**config.mk**
```make
export PLATFORM = sky130hd
export DESIGN_NAME = btn_event_arbiter_flat
export DESIGN_NICKNAME = d
export VERILOG_FILES = /design/src/rtl/btn_event_arbiter_pkg.sv /design/src/rtl/btn_event_arbiter_if.sv /design/src/rtl/btn_event_arbiter_debounce.sv /design/src/rtl/btn_event_arbiter.sv /design/src/flat_wrapper.sv
export SDC_FILE = /design/constraint.sdc
export NUM_CORES = 1
export LEC_CHECK = 0
export ABC_CLOCK_PERIOD_IN_PS = 1710
export CAP_MARGIN = 0
export CORE_MARGIN = 1.5
export CORE_UTILIZATION = 30
export CTS_CLUSTER_SIZE = 10
export DETAILED_ROUTE_END_ITERATION = 12
export DONT_BUFFER_PORTS = 1
export PLACE_DENSITY_LB_ADDON = 0.25
export RECOVER_POWER = 25
export SETUP_SLACK_MARGIN = 0.4
export SYNTH_ARGS = -nofsm -noshare
export SYNTH_HDL_FRONTEND = slang
export SYNTH_SLANG_ARGS = --single-unit
export TNS_END_PERCENT = 20
```
**constraint.sdc**
```tcl
create_clock -name clk -period 1.71 [get_ports clk]
set_clock_uncertainty 0.2 [all_clocks]
set_input_delay 0.0855 -clock clk [delete_from_list [all_inputs] [get_ports clk]]
set_output_delay 0.0855 -clock clk [all_outputs]
set_load 0.02 [all_outputs]
```
**src/rtl/btn_event_arbiter_pkg.sv**
```systemverilog
`default_nettype none
// ============================================================================
//  Module      : btn_event_arbiter_pkg
//  Description : Shared constants and helpers for the push-button event
//                arbiter (debounce length defaults, counter width function).
//  Revision    : 1.0 - initial release
// ============================================================================
package btn_event_arbiter_pkg;

    // 10 ms of stable level at 50 MHz
    localparam int c_deb_cycles_def = 500000;
    // Short debounce used when the block is simulated
    localparam int c_deb_cycles_sim = 4;

    // Number of bits needed to count 0 .. value-1 (at least 1)
    function automatic int clog2(input int value);
        int w;
        w = 0;
        for (int i = 0; i < 31; i++) begin
            if ((1 << i) < value) begin
                w = i + 1;
            end
        end
        return (w < 1) ? 1 : w;
    endfunction

endpackage
`default_nettype wire

```
**src/rtl/btn_event_arbiter_if.sv**
```systemverilog
`default_nettype none
// ============================================================================
//  Module      : btn_event_arbiter_if
//  Description : valid/ready event channel carrying the index of a pressed
//                button from the arbiter to the application FSM.
//  Revision    : 1.0 - initial release
// ============================================================================
interface btn_event_arbiter_if #(
    parameter int ID_W = 2
);
    logic            evt_valid;
    logic            evt_ready;
    logic [ID_W-1:0] evt_id;

    modport master (
        output evt_valid,
        output evt_id,
        input  evt_ready
    );

    modport slave (
        input  evt_valid,
        input  evt_id,
        output evt_ready
    );
endinterface
`default_nettype wire

```
**src/rtl/btn_event_arbiter_debounce.sv**
```systemverilog
`default_nettype none
// ============================================================================
//  Module      : btn_event_arbiter_debounce
//  Description : One button: 2-flop synchronizer, stable-level debounce
//                counter, debounced level and a one-cycle press pulse.
//  Revision    : 1.0 - initial release
// ============================================================================
module btn_event_arbiter_debounce
    import btn_event_arbiter_pkg::*;
#(
    parameter int DEB_CYCLES = c_deb_cycles_def
) (
    input  wire logic clk,
    input  wire logic reset,
    input  wire logic i_btn,
    output logic      o_level,
    output logic      o_press
);

    localparam int                 c_cnt_w   = clog2(DEB_CYCLES);
    localparam logic [c_cnt_w-1:0] c_cnt_max = c_cnt_w'(DEB_CYCLES - 1);

    logic               r_sync1;
    logic               r_sync2;
    logic [c_cnt_w-1:0] r_cnt;
    logic               r_level;
    logic               r_press;

    // Bring the asynchronous pin into the clk domain
    always_ff @(posedge clk) begin
        if (reset) begin
            r_sync1 <= 1'b0;
            r_sync2 <= 1'b0;
        end else begin
            r_sync1 <= i_btn;
            r_sync2 <= r_sync1;
        end
    end

    // Accept a new level only after it has differed for DEB_CYCLES cycles;
    // the press pulse is registered on the same edge the level rises
    always_ff @(posedge clk) begin
        if (reset) begin
            r_cnt   <= '0;
            r_level <= 1'b0;
            r_press <= 1'b0;
        end else begin
            r_press <= 1'b0;
            if (r_sync2 == r_level) begin
                r_cnt <= '0;
            end else if (r_cnt == c_cnt_max) begin
                r_cnt   <= '0;
                r_level <= ~r_level;
                r_press <= ~r_level;
            end else begin
                r_cnt <= r_cnt + 1'b1;
            end
        end
    end

    assign o_level = r_level;
    assign o_press = r_press;

endmodule
`default_nettype wire

```
**src/rtl/btn_event_arbiter.sv**
```systemverilog
`default_nettype none
// ============================================================================
//  Module      : btn_event_arbiter
//  Description : Debounces NUM_BTN push-buttons, queues one event per press
//                and round-robin arbitrates them onto a valid/ready channel.
//  Revision    : 1.0 - initial release
// ============================================================================
module btn_event_arbiter
    import btn_event_arbiter_pkg::*;
#(
    parameter int NUM_BTN    = 4,
    parameter int DEB_CYCLES = c_deb_cycles_def,
    parameter int ID_W       = 2
) (
    input  wire logic               clk,
    input  wire logic               reset,
    input  wire logic [NUM_BTN-1:0] btn,
    input  wire logic               ovr_clr,
    output logic      [NUM_BTN-1:0] btn_level,
    output logic                    overrun,
    btn_event_arbiter_if.master     evt
);

    logic [NUM_BTN-1:0] w_press;
    logic [NUM_BTN-1:0] r_pending;
    logic [ID_W-1:0]    r_rr;
    logic               r_valid;
    logic [ID_W-1:0]    r_id;
    logic               r_overrun;

    logic [ID_W-1:0]    w_grant;
    logic               w_found;
    logic               w_load;
    logic [NUM_BTN-1:0] w_clr;
    logic               w_drop;

    for (genvar gi = 0; gi < NUM_BTN; gi++) begin : g_deb
        btn_event_arbiter_debounce #(
            .DEB_CYCLES (DEB_CYCLES)
        ) u_deb (
            .clk     (clk),
            .reset   (reset),
            .i_btn   (btn[gi]),
            .o_level (btn_level[gi]),
            .o_press (w_press[gi])
        );
    end

    // Round-robin pick: first pending bit after r_rr, wrapping; scanning from
    // the far end lets the nearest candidate overwrite the others
    always_comb begin
        w_found = 1'b0;
        w_grant = '0;
        for (int k = NUM_BTN; k >= 1; k--) begin
            if (r_pending[(int'(r_rr) + k) % NUM_BTN]) begin
                w_found = 1'b1;
                w_grant = ID_W'((int'(r_rr) + k) % NUM_BTN);
            end
        end
    end

    // Slot reload condition, the pending bit it consumes, and dropped presses
    always_comb begin
        w_load = !r_valid || evt.evt_ready;
        w_clr  = '0;
        if (w_load && w_found) begin
            w_clr[w_grant] = 1'b1;
        end
        w_drop = |(w_press & r_pending & ~w_clr);
    end

    // Pending set, output slot, rr pointer and sticky overrun
    always_ff @(posedge clk) begin
        if (reset) begin
            r_pending <= '0;
            r_rr      <= ID_W'(NUM_BTN - 1);
            r_valid   <= 1'b0;
            r_id      <= '0;
            r_overrun <= 1'b0;
        end else begin
            r_pending <= (r_pending & ~w_clr) | w_press;
            if (w_load) begin
                if (w_found) begin
                    r_valid <= 1'b1;
                    r_id    <= w_grant;
                    r_rr    <= w_grant;
                end else begin
                    r_valid <= 1'b0;
                end
            end
            if (w_drop) begin
                r_overrun <= 1'b1;
            end else if (ovr_clr) begin
                r_overrun <= 1'b0;
            end
        end
    end

    assign evt.evt_valid = r_valid;
    assign evt.evt_id    = r_id;
    assign overrun       = r_overrun;

endmodule
`default_nettype wire
```
**src/flat_wrapper.sv**
```systemverilog
// flat-port wrapper written by rule: the top's interface ports become plain ports
module btn_event_arbiter_flat import btn_event_arbiter_pkg::*;
#(
    parameter int NUM_BTN    = 4,
    parameter int DEB_CYCLES = c_deb_cycles_def,
    parameter int ID_W       = 2
)
  (clk, reset, btn, ovr_clr, btn_level, overrun, evt_evt_valid, evt_evt_id, evt_evt_ready);
  btn_event_arbiter_if #(.ID_W(ID_W)) evt_i ();
  input  wire logic clk;
  input  wire logic reset;
  input  wire logic [NUM_BTN-1:0] btn;
  input  wire logic ovr_clr;
  output logic      [NUM_BTN-1:0] btn_level;
  output logic overrun;
  output wire logic [$bits(evt_i.evt_valid)-1:0] evt_evt_valid;
  output wire logic [$bits(evt_i.evt_id)-1:0] evt_evt_id;
  input wire logic [$bits(evt_i.evt_ready)-1:0] evt_evt_ready;
  assign evt_evt_valid = evt_i.evt_valid;
  assign evt_evt_id = evt_i.evt_id;
  assign evt_i.evt_ready = evt_evt_ready;
  btn_event_arbiter #(.NUM_BTN(NUM_BTN), .DEB_CYCLES(DEB_CYCLES), .ID_W(ID_W)) u_core (.clk(clk), .reset(reset), .btn(btn), .ovr_clr(ovr_clr), .btn_level(btn_level), .overrun(overrun), .evt(evt_i));
endmodule
```
# --- Yosys cells after proc, flatten, opt, wreduce, memory -nomap -nowiden ---
# Cells that the tools add are included.
op_classes:
  add_sub_neg: 8
  n_mul: 0
  n_div: 0
  n_lt_le_gt_ge: 6
  n_eq_ne: 8
  shift: 0
  mux: 26
  bitwise_logic: 21
  n_reduce_logical: 23
ops:
  columns: ["operator", "count"]
  rows:
  - ["19-bit by 1-bit adder with 19-bit output (second input constant)", 4]
  - ["19-bit == test (second input constant)", 4]
  - ["3-bit OR reduction", 8]
  - ["3-bit by 4-bit < comparator with 1-bit output (second input constant)", 4]
  - ["1-bit 2-to-1 mux", 16]
  - ["4-bit AND", 3]
  - ["1-bit inverter", 12]
  - ["2-bit AND reduction", 5]
  - ["1-bit binary-select mux with 2-bit select", 4]
  - ["2-bit 2-to-1 mux", 4]
  - ["2-bit OR reduction", 4]
  - ["2-bit by 1-bit adder with 2-bit output (second input constant)", 2]
  - ["2-bit adder (second input constant)", 2]
  - ["1-bit AND (first input constant)", 4]
  - ["1-bit == test", 4]
  - ["4-bit 2-to-1 mux", 1]
  - ["4-bit inverter", 1]
  - ["4-bit bitwise OR", 1]
  - ["4-bit OR reduction", 1]
  - ["2-bit by 3-bit < comparator with 1-bit output (second input constant)", 1]
  - ["1-bit demux with 2-bit select", 1]
  - ["2-bit by 1-bit greater-or-equal comparator with 1-bit output (second input constant)", 1]
  - ["1-bit logical AND", 2]
  - ["2-bit nonzero test", 1]
  - ["2 further kinds", 2]
totals:
  ff_bits: 102
  latchBits: 0
  ramBits: 0
  romBits: 0
  wordCells: 117
  memories: 0

# --- Logic depth before layout (Yosys ltp) ---
# Gate-level depths: netlist of run 1.
logic_depth:
  depth_word: 19
  depth_mapped: 8
  ltp_nobuf: 7

# --- Hierarchy ---
# Synthesis of run 1 repeated with hierarchy kept, for this count alone.
unflattened:
  cells_unflattened: 522
  hier_area_um2: 4709.5
modules_own_cells:
  columns: ["module", "instances", "cells_each", "area_each_um2"]
  rows:
  - ["btn_event_arbiter_debounce at u_core.g_deb[0].u_deb ...", 3, 116, 1023.5]
  - ["btn_event_arbiter_debounce at u_core.g_deb[3].u_deb", 1, 114, 1114.8]
  - ["btn_event_arbiter", 1, 60, 524.3]

# --- Least setup slack after synthesis of run 1 ---
# OpenSTA, ideal clock, no wires.
synth_timing:
  path_kind: "reg-to-reg"
  from: "register u_core.g_deb[0].u_deb.r_cnt[0]"
  to: "register u_core.g_deb[0].u_deb.r_cnt[18]"
  setup_time_ps: 115
  t_arrival_ps: 1558
  required_time_ps: 1395
  setup_slack_ps: -163
  path_stages_with_launch: 8
  path_buffers: 0
  synth_period_minus_slack_ps: 1873
  cell_sequence: "dfxtp_1 -> ha_1 -> nand4_1 -> or3_4 -> nor2b_2 -> nand4_1 -> xor2_1 -> nor2_2"
synth_between:
  elab_chain_cells: 2
synth_lines:
  columns: ["element", "line", "rtl"]
  rows:
  - ["start: declaration", "btn_event_arbiter_debounce.sv:25", "logic [c_cnt_w-1:0] r_cnt;"]
  - ["start signal: assignment", "btn_event_arbiter_debounce.sv:56", "r_cnt <= r_cnt + 1'b1;"]
  - ["branches (longest 2 deep; another with 19-bit by 1-bit adder with 19-bit output)", null, null]
# Several ways; the timed one is not identified.
# A chain may end at the register's enable or synchronous reset.

# --- Worst setup path in the final report of run 1 ---
layout_timing:
  from: "register u_core.g_deb[2].u_deb.r_cnt[9]"
  to: "register u_core.g_deb[2].u_deb.r_cnt[15]"
layout_between:
  elab_chain_cells: 2
layout_lines:
  columns: ["element", "line"]
  rows:
  - ["start: declaration", "btn_event_arbiter_debounce.sv:25"]
  - ["start signal: assignment", "btn_event_arbiter_debounce.sv:56"]
  - ["branches (longest 2 deep; another with 19-bit by 1-bit adder with 19-bit output)", null]
# Several ways; the timed one is not identified.

==> results of run 1 <==
==> kinds of logic (layout without fill, tap and decap cells) <==
group / count (synthesis) / in the layout
and+or+nand+nor: 254 / 254
muxes: 6 / 6
DFF: 102 / 102
AOI/OAI and AO/OA: 28 / 28
other: 0 / 2
xor gates and xnor gates: 68 / 68
buffers and inverters: 26 / 100
adders and majority gates: 4 / 4
==> worst max-delay path by stage <==
stage / start / end / cells after the start
2_1_floorplan: u_core.g_deb[2].u_deb.r_cnt[9] / u_core.g_deb[2].u_deb.r_cnt[13] / 7
3_3_place_gp: u_core.g_deb[2].u_deb.r_cnt[7] / u_core.g_deb[2].u_deb.o_level / 6
3_5_place_dp: u_core.g_deb[2].u_deb.r_cnt[9] / u_core.g_deb[2].u_deb.r_cnt[15] / 6
4_1_cts: u_core.g_deb[2].u_deb.r_cnt[7] / u_core.g_deb[2].u_deb.r_cnt[8] / 6
5_1_grt: u_core.g_deb[0].u_deb.r_cnt[0] / u_core.g_deb[0].u_deb.r_cnt[18] / 7
6_report: u_core.g_deb[2].u_deb.r_cnt[9] / u_core.g_deb[2].u_deb.r_cnt[15] / 6
==> worst register-to-register path: stages (launching register included) <==
cell	delay (ps)
dfxtp_2	350
buf_6	110
and3_4	170
and3_4	200
nand4_1	150
or3_1	390
a21oi_1	120
==> power breakdown <==
group          switching (mW)  internal, mW  total (mW)
clock network           0.848          1.11        1.96
registers             0.00726          2.38        2.39
logic                  0.0328        0.0385      0.0712
total                   0.888          3.53        4.42
==> synth_stat cells (4+ instances only) <==
master / n
nor2b_1: 8
ha_1: 4
nand4_1: 14
o21ai_0: 5
and3_1: 10
inv_1: 11
nor3_1: 5
nor2_1: 102
nor4_1: 5
and2_1: 5
nand2_1: 38
mux2i_1: 6
xnor2_1: 23
nand2b_1: 8
nor4b_1: 4
a21oi_1: 13
buf_4: 7
nand3_1: 33
dfxtp_1: 102
or3_1: 5
xor2_1: 45
==> what timing repair did <==
item | 4_1_cts | 5_1_grt
hold endpoints to repair | 51 | 44
pin swaps | 84 | 31
setup buffers | 1 | 1
endpoints found under the setup margin | 88 | 90
resized for setup | 98 | 21
==> final cells by class <==
type	instances	area, sq um	share of cell area
diodes	2	5.005	0.0008505
clock buffers	9	225.2	0.03827
clock inverters	5	52.55	0.008930
inverters	11	41.29	0.007017
multi-input cells	360	2591	0.4404
flip-flops and latches	102	2073	0.3523
well taps	180	225.2	0.03827
repair buffers	75	670.6	0.1140
==> through the flow <==
stage | instance area, sq um | setup slack [ps] | instances | total power, mW | util
finish | 5884 | -47.11 | 744 | 4.421 | 0.4207
global route | 5884 | -147.1 | 744 | 4.587 | 0.4207
global placement | 5040 | -39.17 | 718 | 2.497 | 0.3603
detailed placement | 5040 | -93.64 | 718 | 2.498 | 0.3603
CTS | 5783 | -41.62 | 741 | 4.492 | 0.4134
floorplan | 4404 | -50.13 | 488 | 2.491 | -
==> layout by cell type, fill, tap and decap left out, types with 11 or more instances in the layout <==
master,instances
nor2_1,81
nand3_1,28
nor2_4,15
nand4_1,14
xnor2_1,21
nand2_1,34
dfxtp_1,79
xor2_1,40
buf_4,51
buf_6,11
inv_1,11
dfxtp_2,22
==> metal layers <==
metal	part of all wire	wire length (microns)
met5	0	0
met4	0.017	145
met3	0.025	210
met2	0.48	4066
met1	0.48	4031
==> flip-flops by register name, summed over array words and instances, names as in the netlist <==
name	cells
u_core.overrun	1
u_core.g_deb.u_deb.r_sync2	4
u_core.g_deb.u_deb.o_press	4
u_core.r_pending	4
u_core.g_deb.u_deb.r_cnt	76
u_core.evt.evt_valid	1
u_core.g_deb.u_deb.r_sync1	4
u_core.g_deb.u_deb.o_level	4
u_core.evt.evt_id	2
u_core.r_rr	2
==> results.json, run 1 <==
{
  "path_cells": "buf_6 -> and3_4 -> and3_4 -> nand4_1 -> or3_1 -> a21oi_1",
  "worstPathMaxFanout": 4,
  "cpMostUsedCell": "and3_4",
  "start_util": 0.3094,
  "timing.hold.ws_ps": -394.1,
  "avgSynthCellArea_sq_um": 8.869,
  "max_stage_delay_ps": 390,
  "globalRouteMet2Util": 0.2049,
  "dp_hpwl_microns": 5772,
  "finalSetupViolCount": 19,
  "yosysUniqueCellTypes": 47,
  "finalNetCount": 571,
  "min_to": "u_core.r_pending[1]",
  "ff2ff_setup_slack_ps": -50,
  "cp_top_family": "simple AND/OR/NAND/NOR gates",
  "status": "complete, but fails checks",
  "worst_setup_path_start_kind": "flip-flop",
  "synth-edff-count": 0,
  "antenna_found_initial": 2,
  "synth_top_area_frac": 0.4718,
  "cts.reportedPaths.clkPinSlew_ps": 60,
  "worstSetupPathType": "reg -> reg",
  "synth-xor-area-share": 0.1376,
  "syn_inst": 488,
  "die_y_microns": 123.1,
  "fin_crit_ps": 1757,
  "viasPerCell": 4.565,
  "root_buffer": "clkbuf_16",
  "leakagePower_nw": 2.055,
  "netlist_area_sq_um": 4328,
  "clock_latency_ps": 340,
  "drive_gt1_frac": 0.3149,
  "io_buffers": 0,
  "hold_viol": 44,
  "reg2regPathDepth": 6,
  "crit_arrival_ps": 1830,
  "vdd_drop_max_mv": 0.5390,
  "path_buf_inv": 1,
  "synth_top_family_by_area": "simple AND/OR/NAND/NOR gates",
  "synth-simple-area-share": 0.2903,
  "grt_use_met3": 0.02629,
  "synthAdderAreaFrac": 0.01156,
  "grt_pass1_vias": 3412,
  "ant_nets": 0,
  "top_usage_layer": "met2",
  "fin_crit_sh": 1.028,
  "grt_pass1_wl_microns": 14650,
  "post_drt_wl_per_cell_microns": 11.36,
  "worst_pin_slew_ps": 335.1,
  "die_w_microns": 123.1,
  "ys_seq_elements": 102,
  "crit_required_ps": 1780,
  "htree_levels": 3,
  "core_sq_um": 13990,
  "synth_ff_type": "dfxtp_1",
  "synthArstFlopShare": 0,
  "drt_iter0_drc": 197,
  "grt.overflow.total": 0,
  "r2r_end": "u_core.g_deb[2].u_deb.r_cnt[15]",
  "ys_top_cells_by_area": "dfxtp_1, xor2_1, nor2_1",
  "max-cap-violations": 0,
  "p_per_area_nw_per_um2": 751.4,
  "drt_pass1_iterations": 4,
  "violations": "negative hold slack, negative setup slack",
  "cp_slowest_cell": "or3_1",
  "use_met1": 0.1460,
  "cts_tree": "done",
  "cts_num_sinks": 102,
  "n_fill_cell": 1357,
  "die_area_sq_um": 15160,
  "place.gp.congestion": 0.7844,
  "yosysTopAreaCell": "dfxtp_1",
  "synth_compound_area_frac": 0.03845,
  "rsz0062_at_grt": "yes",
  "io_pins": 16,
  "num_rows": 43,
  "r2r-start": "u_core.g_deb[2].u_deb.r_cnt[9]",
  "min_path_type": "in -> reg",
  "grt_max_degree": 30,
  "end_kind": "flip-flop",
  "fmax_mhz": 569.1,
  "synth_nets": 500,
  "whs_path_depth": 1,
  "maxSlewViolCount": 0,
  "yosysSeqAreaShare": 0.4718,
  "grt.total_usage": 0.1202,
  "clk_path_buf_depth": 2,
  "syn2layout_area_growth_pct": 35.96,
  "drc": 0,
  "yosys-mux-area-fraction": 0.01388,
  "synth-warning-count": 0,
  "setup-tns-final_ps": -325.7,
  "num_vias": 3396,
  "routed_wl_microns": 8454,
  "slew_headroom": 0.7766,
  "numCtsBuffers": 9,
  "ctsHoldBuffers": 8,
  "hp-start": "reset",
  "layout_setup_ws_ps": -47.11
}
Power figures use the tool's default switching activity.
==> run 2: changes to the inputs <==
- ABC_CLOCK_PERIOD_IN_PS: 1710 -> 1800
- clock period: 1.71 -> 1.8 ns (I/O delays scaled with it)
==> results.json, run 2 (synthesis gave the netlist of run 1 again) <==
{
  "num_rows": 43,
  "grt.total_usage": 0.1155,
  "post-route-util": 0.4157,
  "drt_iter0_drc": 163,
  "place.gp.congestion": 0.7648,
  "io_buffers": 0,
  "die_w_microns": 123.1,
  "grt_pass1_wl_microns": 13820,
  "min_path_type": "in -> reg",
  "wl_met3_microns": 362,
  "crit_required_ps": 1880,
  "cp-endpoint": "u_core.g_deb[2].u_deb.r_cnt[16]",
  "antenna_found_initial": 2,
  "maxSlewViolCount": 0,
  "worst_pin_slew_ps": 429.9,
  "hold_viol": 43,
  "ant_nets": 0,
  "leakagePower_nw": 1.967,
  "top_register": "u_core.g_deb.u_deb.r_cnt",
  "syn2layout_area_growth_pct": 34.35,
  "vdd_drop_max_mv": 0.4434,
  "r2r_end": "u_core.g_deb[2].u_deb.r_cnt[16]",
  "worstSetupPathType": "reg -> reg",
  "drc": 0,
  "final_cell_mix": "nor2_1, dfxtp_1, xor2_1",
  "fmax_mhz": 563.0,
  "routed_wl_microns": 8431,
  "die_y_microns": 123.1,
  "ctsHoldBuffers": 8,
  "largest_reg_flops": 76,
  "wl_met1_microns": 3978,
  "r2r-start": "u_core.g_deb[2].u_deb.r_cnt[9]",
  "grt_pass1_vias": 3143,
  "cts_tree": "done",
  "status": "complete, but fails checks",
  "num_vias": 3345,
  "clk_path_buf_depth": 2,
  "place_inst": 697,
  "rsz0062_at_grt": "yes",
  "dp_hpwl_microns": 5602,
  "max-cap-violations": 0,
  "drt_pass1_iterations": 4,
  "grt_max_degree": 30,
  "cts_num_sinks": 102,
  "root_buffer": "clkbuf_16",
  "start_util": 0.3094,
  "io_pins": 16,
  "fin_crit_sh": 0.9868,
  "highest_layer": "met5",
  "core_sq_um": 13990,
  "drive_gt1_frac": 0.3243,
  "worst_setup_path_start_kind": "flip-flop",
  "crit_start": "u_core.g_deb[2].u_deb.r_cnt[9]",
  "viasPerCell": 4.563,
  "timing.hold.ws_ps": -405.7,
  "instances_no_fill": 733,
  "end_kind": "flip-flop",
  "ff2ff_setup_slack_ps": 20,
  "slew_headroom": 0.7134,
  "clock_latency_ps": 350,
  "p_per_area_nw_per_um2": 738.5,
  "worstPathMaxFanout": 4,
  "layout_commonest_cell": "nor2_1",
  "post_drt_wl_per_cell_microns": 11.50,
  "crit_arrival_ps": 1860,
  "cts.reportedPaths.clkPinSlew_ps": 70,
  "reg2regPathDepth": 6,
  "finalSetupViolCount": 0,
  "grt.overflow.total": 0,
  "finalNetCount": 559,
  "violations": "negative hold slack",
  "die_area_sq_um": 15160,
  "wl_met2_microns": 3858,
  "numCtsBuffers": 9,
  "htree_levels": 3,
  "fin_crit_ps": 1776
}
-- run 2: worst min path at each step --
stage	startpoint	end	slack, ps	cells past startpoint
2_1_floorplan	btn[0]	u_core.g_deb[0].u_deb.r_sync1	20	1
3_3_place_gp	reset	u_core.evt.evt_valid	-40	1
3_5_place_dp	reset	u_core.evt.evt_valid	-40	1
4_1_cts	reset	u_core.r_pending[3]	-420	1
5_1_grt	reset	u_core.r_pending[0]	-430	1
6_report	reset	u_core.r_pending[0]	-410	1
-- run 2: power breakdown --
| part | total, mW | internal, mW | switching, mW |
|---|---|---|---|
| Sequential | 2.27 | 2.26 | 0.00649 |
| Clock | 1.96 | 1.08 | 0.873 |
| Combinational | 0.0692 | 0.0372 | 0.0320 |
-- run 2: layout make-up --
type,count,area [sq um]
Timing Repair Buffer,63,556.8
Clock inverter,7,72.57
Fill cell,1348,8174
Antenna cell,1,2.502
Tap cell,180,225.2
Clock buffer,9,225.2
Multi-Input combinational cell,360,2609
Inverter,11,41.29
Sequential cell,102,2082
-- run 2: what timing repair did --
item	in CTS	in global routing
buffers inserted	7	2
pin swaps	11	67
gates cloned	1	1
setup endpoints to repair	87	88
gates resized for setup	23	115
endpoints found under the hold margin	51	43
-- run 2: metrics by stage --
step                      power (mW)  cell area [sq um]  setup slack (ps)  setup TNS [ps]
after floorplan                2.367               4404             39.87               0
after global placement         2.369               4870             30.64               0
after detailed placement       2.370               4870            -2.140          -2.140
after CTS                      4.347               5390             17.78               0
after global routing           4.464               5812            -135.5           -2186
final                          4.294               5814             23.72               0
-- run 2: worst max-delay path, stage by stage (launching register included) --
cell and delay, ps:
dfxtp_2 360, buf_4 130, and3_4 170, and3_4 190, nand4_1 160, or3_1 390, a21oi_2 110
-- run 2: per-layer routing --
| metal | vias up | GRT usage |
|---|---|---|
| met2 | 37 | 0.1774 |
| met1 | 1548 | 0.1442 |
| met5 | - | 0 |
| met4 | 2 | 0.06178 |
| li1 | 1741 | - |
| met3 | 17 | 0.03690 |
